File: src/rtl/ic_csr_mn_s1.sv
// CSR-bus interconnect: NMST masters share one CSR slave through a round-robin
// or fixed-priority arbiter, with the grant locked until the response completes.
module ic_csr_mn_s1 #(
  parameter int unsigned NMST             = 4,
  parameter int unsigned ARB_RR           = 1,
  parameter int unsigned TIMEOUT          = 0,
  parameter int unsigned CsrReq_TotalBits = 10,
  parameter int unsigned RISCV_ARCH       = 64
) (
  input  logic                               i_clk,
  input  logic                               i_rst,
  input  logic [NMST-1:0]                    i_m_req_valid,
  output logic [NMST-1:0]                    o_m_req_ready,
  input  logic [NMST*CsrReq_TotalBits-1:0]   i_m_req_type,
  input  logic [NMST*12-1:0]                 i_m_req_addr,
  input  logic [NMST*RISCV_ARCH-1:0]         i_m_req_data,
  output logic [NMST-1:0]                    o_m_resp_valid,
  input  logic [NMST-1:0]                    i_m_resp_ready,
  output logic [NMST*RISCV_ARCH-1:0]         o_m_resp_data,
  output logic [NMST-1:0]                    o_m_resp_exception,
  output logic                               o_s0_req_valid,
  input  logic                               i_s0_req_ready,
  output logic [CsrReq_TotalBits-1:0]        o_s0_req_type,
  output logic [11:0]                        o_s0_req_addr,
  output logic [RISCV_ARCH-1:0]              o_s0_req_data,
  input  logic                               i_s0_resp_valid,
  output logic                               o_s0_resp_ready,
  input  logic [RISCV_ARCH-1:0]              i_s0_resp_data,
  input  logic                               i_s0_resp_exception,
  output logic                               o_timeout
);

  localparam int unsigned IW       = $clog2(NMST);
  localparam logic [7:0]  TMO_LAST = (TIMEOUT == 0) ? 8'd0 : 8'(TIMEOUT - 1);

  localparam logic [1:0] IDLE = 2'd0;
  localparam logic [1:0] REQ  = 2'd1;
  localparam logic [1:0] RESP = 2'd2;
  localparam logic [1:0] ERR  = 2'd3;

  logic [1:0]        state_q, state_d;
  logic [IW-1:0]     midx_q, midx_d;
  logic [IW-1:0]     rr_ptr_q, rr_ptr_d;
  logic [7:0]        tmo_cnt_q, tmo_cnt_d;
  logic              tmo_pulse_q, tmo_pulse_d;

  logic [IW-1:0]     arb_base;
  logic [2*NMST-1:0] req_rot;
  logic [IW-1:0]     win_idx;
  logic              win_vld;
  logic [IW-1:0]     rr_next;
  logic [IW-1:0]     fwd_idx;
  logic              fwd_en;

  // Rotating the valid vector by the pointer turns round-robin into a lowest-set-bit search.
  assign arb_base = (ARB_RR != 0) ? rr_ptr_q : '0;
  assign req_rot  = {i_m_req_valid, i_m_req_valid} >> arb_base;
  assign rr_next  = IW'((32'(midx_q) + 32'd1) % NMST);

  always_comb begin
    win_idx = '0;
    win_vld = 1'b0;
    for (int unsigned i = 0; i < NMST; i++) begin
      if (!win_vld && req_rot[i]) begin
        win_vld = 1'b1;
        win_idx = IW'((32'(arb_base) + i) % NMST);
      end
    end
  end

  always_comb begin
    state_d            = state_q;
    midx_d             = midx_q;
    rr_ptr_d           = rr_ptr_q;
    tmo_cnt_d          = tmo_cnt_q;
    tmo_pulse_d        = 1'b0;
    fwd_en             = 1'b0;
    fwd_idx            = midx_q;
    o_m_req_ready      = '0;
    o_m_resp_valid     = '0;
    o_m_resp_data      = '0;
    o_m_resp_exception = '0;
    o_s0_resp_ready    = 1'b0;

    case (state_q)
      IDLE: begin
        if (win_vld) begin
          fwd_en  = 1'b1;
          fwd_idx = win_idx;
          midx_d  = win_idx;
          state_d = i_s0_req_ready ? RESP : REQ;
        end
      end
      REQ: begin
        fwd_en = 1'b1;
        if (i_s0_req_ready) begin
          state_d = RESP;
        end
      end
      RESP: begin
        o_s0_resp_ready = i_m_resp_ready[midx_q];
        if (i_s0_resp_valid && i_m_resp_ready[midx_q]) begin
          state_d   = IDLE;
          tmo_cnt_d = '0;
          if (ARB_RR != 0) begin
            rr_ptr_d = rr_next;
          end
        end else if ((TIMEOUT != 0) && !i_s0_resp_valid) begin
          // A stalled-but-valid response freezes the counter; only silence ages it.
          if (tmo_cnt_q == TMO_LAST) begin
            state_d     = ERR;
            tmo_cnt_d   = '0;
            tmo_pulse_d = 1'b1;
          end else begin
            tmo_cnt_d = tmo_cnt_q + 8'd1;
          end
        end
      end
      ERR: begin
        o_s0_resp_ready = 1'b1;
        if (i_m_resp_ready[midx_q]) begin
          state_d = IDLE;
          if (ARB_RR != 0) begin
            rr_ptr_d = rr_next;
          end
        end
      end
      default: state_d = IDLE;
    endcase

    for (int unsigned k = 0; k < NMST; k++) begin
      if (fwd_en && (IW'(k) == fwd_idx)) begin
        o_m_req_ready[k] = i_s0_req_ready;
      end
      if (IW'(k) == midx_q) begin
        if (state_q == RESP) begin
          o_m_resp_valid[k]                          = i_s0_resp_valid;
          o_m_resp_data[k*RISCV_ARCH +: RISCV_ARCH]  = i_s0_resp_data;
          o_m_resp_exception[k]                      = i_s0_resp_exception;
        end else if (state_q == ERR) begin
          o_m_resp_valid[k]     = 1'b1;
          o_m_resp_exception[k] = 1'b1;
        end
      end
    end
  end

  always_comb begin
    o_s0_req_type = '0;
    o_s0_req_addr = '0;
    o_s0_req_data = '0;
    for (int unsigned k = 0; k < NMST; k++) begin
      if (fwd_en && (IW'(k) == fwd_idx)) begin
        o_s0_req_type = i_m_req_type[k*CsrReq_TotalBits +: CsrReq_TotalBits];
        o_s0_req_addr = i_m_req_addr[k*12 +: 12];
        o_s0_req_data = i_m_req_data[k*RISCV_ARCH +: RISCV_ARCH];
      end
    end
  end

  assign o_s0_req_valid = fwd_en;
  assign o_timeout      = tmo_pulse_q;

  always_ff @(posedge i_clk) begin
    if (i_rst) begin
      state_q     <= IDLE;
      midx_q      <= '0;
      rr_ptr_q    <= '0;
      tmo_cnt_q   <= '0;
      tmo_pulse_q <= 1'b0;
    end else begin
      state_q     <= state_d;
      midx_q      <= midx_d;
      rr_ptr_q    <= rr_ptr_d;
      tmo_cnt_q   <= tmo_cnt_d;
      tmo_pulse_q <= tmo_pulse_d;
    end
  end

endmodule

File: config.mk
export PLATFORM = sky130hd
export DESIGN_NAME = ic_csr_mn_s1
export DESIGN_NICKNAME = d
export VERILOG_FILES = /design/src/rtl/ic_csr_mn_s1.sv
export SDC_FILE = /design/constraint.sdc
export NUM_CORES = 1
export LEC_CHECK = 0
export CORE_AREA = 2 2 299 301
export DETAILED_ROUTE_END_ITERATION = 16
export DIE_AREA = 0 0 301 303
export GPL_ROUTABILITY_DRIVEN = 0
export GPL_TIMING_DRIVEN = 0
export PLACE_DENSITY = 0.34
export SLEW_MARGIN = 15
export SYNTH_ARGS = -nofsm -noshare
export SYNTH_HDL_FRONTEND = slang
export SYNTH_SLANG_ARGS = --single-unit
File: constraint.sdc
create_clock -name i_clk -period 9.3 [get_ports i_clk]
set_input_delay 2.325 -clock i_clk [delete_from_list [all_inputs] [get_ports i_clk]]
set_output_delay 2.325 -clock i_clk [all_outputs]
set_load 0.005 [all_outputs]
==> run summary <==
Clk_lat worst skew -> 0.23 ns
Resize count post-CTS -> 0
Fin worst setup slack -> 0.833 ns
Final setup violation count -> 0
Crit. Startpoint -> i_m_req_valid[3]
Register bit total from synthesis -> 6
Pwr Density -> 69.2 nW/µm²
Critical path type -> input port to output pin
Max-slew headroom -> 23.6%
1st-iter DRT viols -> 1043
Vias per cell -> 4.28
Worst-case clock buffer depth -> 2
All-Layer GR Usage -> 17.8%
Total negative slack -> 0 ns
DRC Markers -> 0
Total iterations of the first detailed-routing run -> 5
MaxCap Viol Count -> 0
Row count -> 109
Syn Inst Count -> 1372
Post-Synthesis Net Count -> 1797
Status -> finished clean
Cell leakage power -> 7.53 nW
# IOs -> 778
Crit-path max FO -> 10
Post-DP HPWL -> 74100 µm
Hold Path Class -> register to register
Combinational fraction of design power -> 91.6%
Slew @ Worst Pin -> 1.15 ns
First-pass GRT wire length -> 116000 µm
Top cells by area, synth -> and3_1 20%, a21oi_1 11%, and4_1 9.3%
Area Overhead vs Synth -> 115%
Clock skew -> 0.000545 ns
Yosys warnings -> 0
Slew Viols, Final -> 0
Final period utilization -> 91.0%
Synth Area in Simple Gates -> 45.1%
Worst EP required -> 6.98 ns
RSZ-0062 raised after global routing -> no
Num Clock Sinks -> 6
Vias in the first global route -> 14216
XOR/XNOR Fraction of Synth Area -> 0%
Fraction of the mapped netlist area in compound gates -> 34.4%
Crit path capture type -> output pin
Final min period -> 8.47 ns
Number of port buffers -> 776
Proportion of layout cells with a drive suffix above 1 -> 3.86%
Worst EP arrival -> 6.14 ns
Place WS -> 0.660 ns
Post-CTS Hold Fix Bufs -> 0
Post-layout util -> 19.8%
Switch share -> 49.7%
Main synth FF type -> dfxtp_1
Pint -> 0.605 mW
Cts bufs inserted -> 3
Area of the core -> 88000 µm²
DP Cell Count -> 3313
Crit path launch type -> input port
Initial antenna violation count -> 29
Yosys cell types -> 44
Clock slew at reported path FFs -> 0.04 ns
NetSw -> 0.598 mW
Root buf cell -> clkbuf_16
Post-synth EDFFs -> 0
Post-CTS Setup Inserts -> 0
Clock share of power -> 5.9%
Largest net degree at the start of global routing -> 12
Syn Area/Cell -> 5.89 µm²
Adder-Cell Fraction of Synth Area -> 0.619%
Mux contribution to synthesized area -> 0.526%
Top cell type by total area after synthesis -> and3_1
GRT overflow -> 0
Die W -> 301 µm
Max Clock Freq -> 0.118 GHz
Avg WL per Cell -> 26.2 µm
TritonCTS clock tree -> built
Post-Synthesis Cell Area -> 8080 µm²
Post-DRT Antenna Nets -> 0
Seq/Total Area, Yosys -> 1.49%
Starting Density -> 9.19%
Commonest cells post-synth -> 257 x and3_1, 177 x nand2_1, 176 x a21oi_1
Final std cells w/o fill -> 3324
Maximum VDD drop -> 34.3 µV
Yosys top cell area share -> 19.9%
DIE AREA -> 91200 µm²
Htree depth -> 1
Fraction of registers with async set/reset -> 0%
Fin nets -> 2578
Worst hold slack -> 0.542 ns
Largest family of logic cells by synthesized area -> simple AND/OR/NAND/NOR gates
Chip height -> 303 µm
Routed WL -> 87100 µm
Worst reg2reg startpoint -> state_q[1]
Reg power frac -> 2.5%
Vias after detailed routing -> 14220
Hold_sp -> arb_base[0]
Final hold violations -> 0
Count leader, synth -> and3_1
per-stage QoR:
step	instance area (µm²)	power, mW
CTS	17400	1.22
global route	17400	1.29
finish	17400	1.20
detailed placement	17300	1.15
floorplan	8080	0.460
global placement	17300	1.14
logic make-up (layout without fill, tap and decap cells):
kind of cell / count (synthesis) / in the layout
AOI/OAI and AO/OA: 361 / 361
adders and majority gates: 4 / 4
DFF: 6 / 6
and+or+nand+nor: 639 / 639
muxes: 3 / 3
buffers and inverters: 358 / 1137
other: 1 / 9
cells in the final DEF (no fill, tap or decap), drive strengths merged, types with 2 or more instances in the layout:
| cell | netlist | final |
|---|---|---|
| a21oi | 176 | 176 |
| a22oi | 2 | 2 |
| and2 | 9 | 9 |
| and3 | 257 | 257 |
| and4 | 86 | 86 |
| buf | 42 | 42 |
| clkbuf | 140 | 143 |
| clkdlybuf4s50 | 0 | 776 |
| dfxtp | 6 | 6 |
| diode | 0 | 8 |
| ha | 4 | 4 |
| inv | 176 | 176 |
| mux2i | 2 | 2 |
| nand2 | 178 | 178 |
| nand2b | 2 | 2 |
| nand3 | 86 | 86 |
| nor2 | 10 | 10 |
| nor2b | 6 | 6 |
| nor3 | 3 | 3 |
| o21a | 3 | 3 |
| o221ai | 86 | 86 |
| o31ai | 86 | 86 |
final cells by class:
| cell class | instances | area [µm²] |
|---|---|---|
| clock buffers | 3 | 75.1 |
| flip-flops and latches | 6 | 120 |
| inverters | 176 | 661 |
| repair buffers | 776 | 7770 |
| plain buffers | 182 | 782 |
| well taps | 1165 | 1460 |
| fillers | 9980 | 70600 |
| multi-input cells | 1008 | 6520 |
| diodes | 8 | 20.0 |
layer usage:
metal,wire (µm),GRT usage [%]
met1,34500,20.8
met2,44900,33.1
met3,6090,4.01
met4,1530,3.26
met5,150,0
registers in the layout (all words and copies together), names as in the netlist:
name	cells
midx_q	2
arb_base	2
state_q	2
critical path, cell delays in order:
cell and delay (ns):
clkdlybuf4s50_1 0.62, nor4_1 0.11, nor3_1 0.43, buf_2 0.47, buf_2 0.40, clkbuf_1 0.52
a21oi_1 0.09, o31ai_1 0.44, o221ai_1 0.22, clkdlybuf4s50_1 0.50
power by group through the flow:
stage	Clock [mW]	Combinational, mW	Sequential, mW
after floorplan	0	0.430	0.0293
after global placement	0	1.11	0.0302
after detailed placement	0	1.12	0.0302
after CTS	0.0725	1.12	0.0299
after global routing	0.0754	1.18	0.0301
final	0.0709	1.10	0.0297
final timing paths:
| path | to | slack, ns | cells after the start |
|---|---|---|---|
| worst max-delay path | o_s0_req_data[43] | 0.83 | 10 |
| worst min-delay path | arb_base[0] | 0.54 | 2 |
| worst max register to register | midx_q[1] | 6.46 | 7 |
| worst min register to register | arb_base[0] | 0.54 | 2 |
Note: power is estimated with default switching activity, not from simulation.
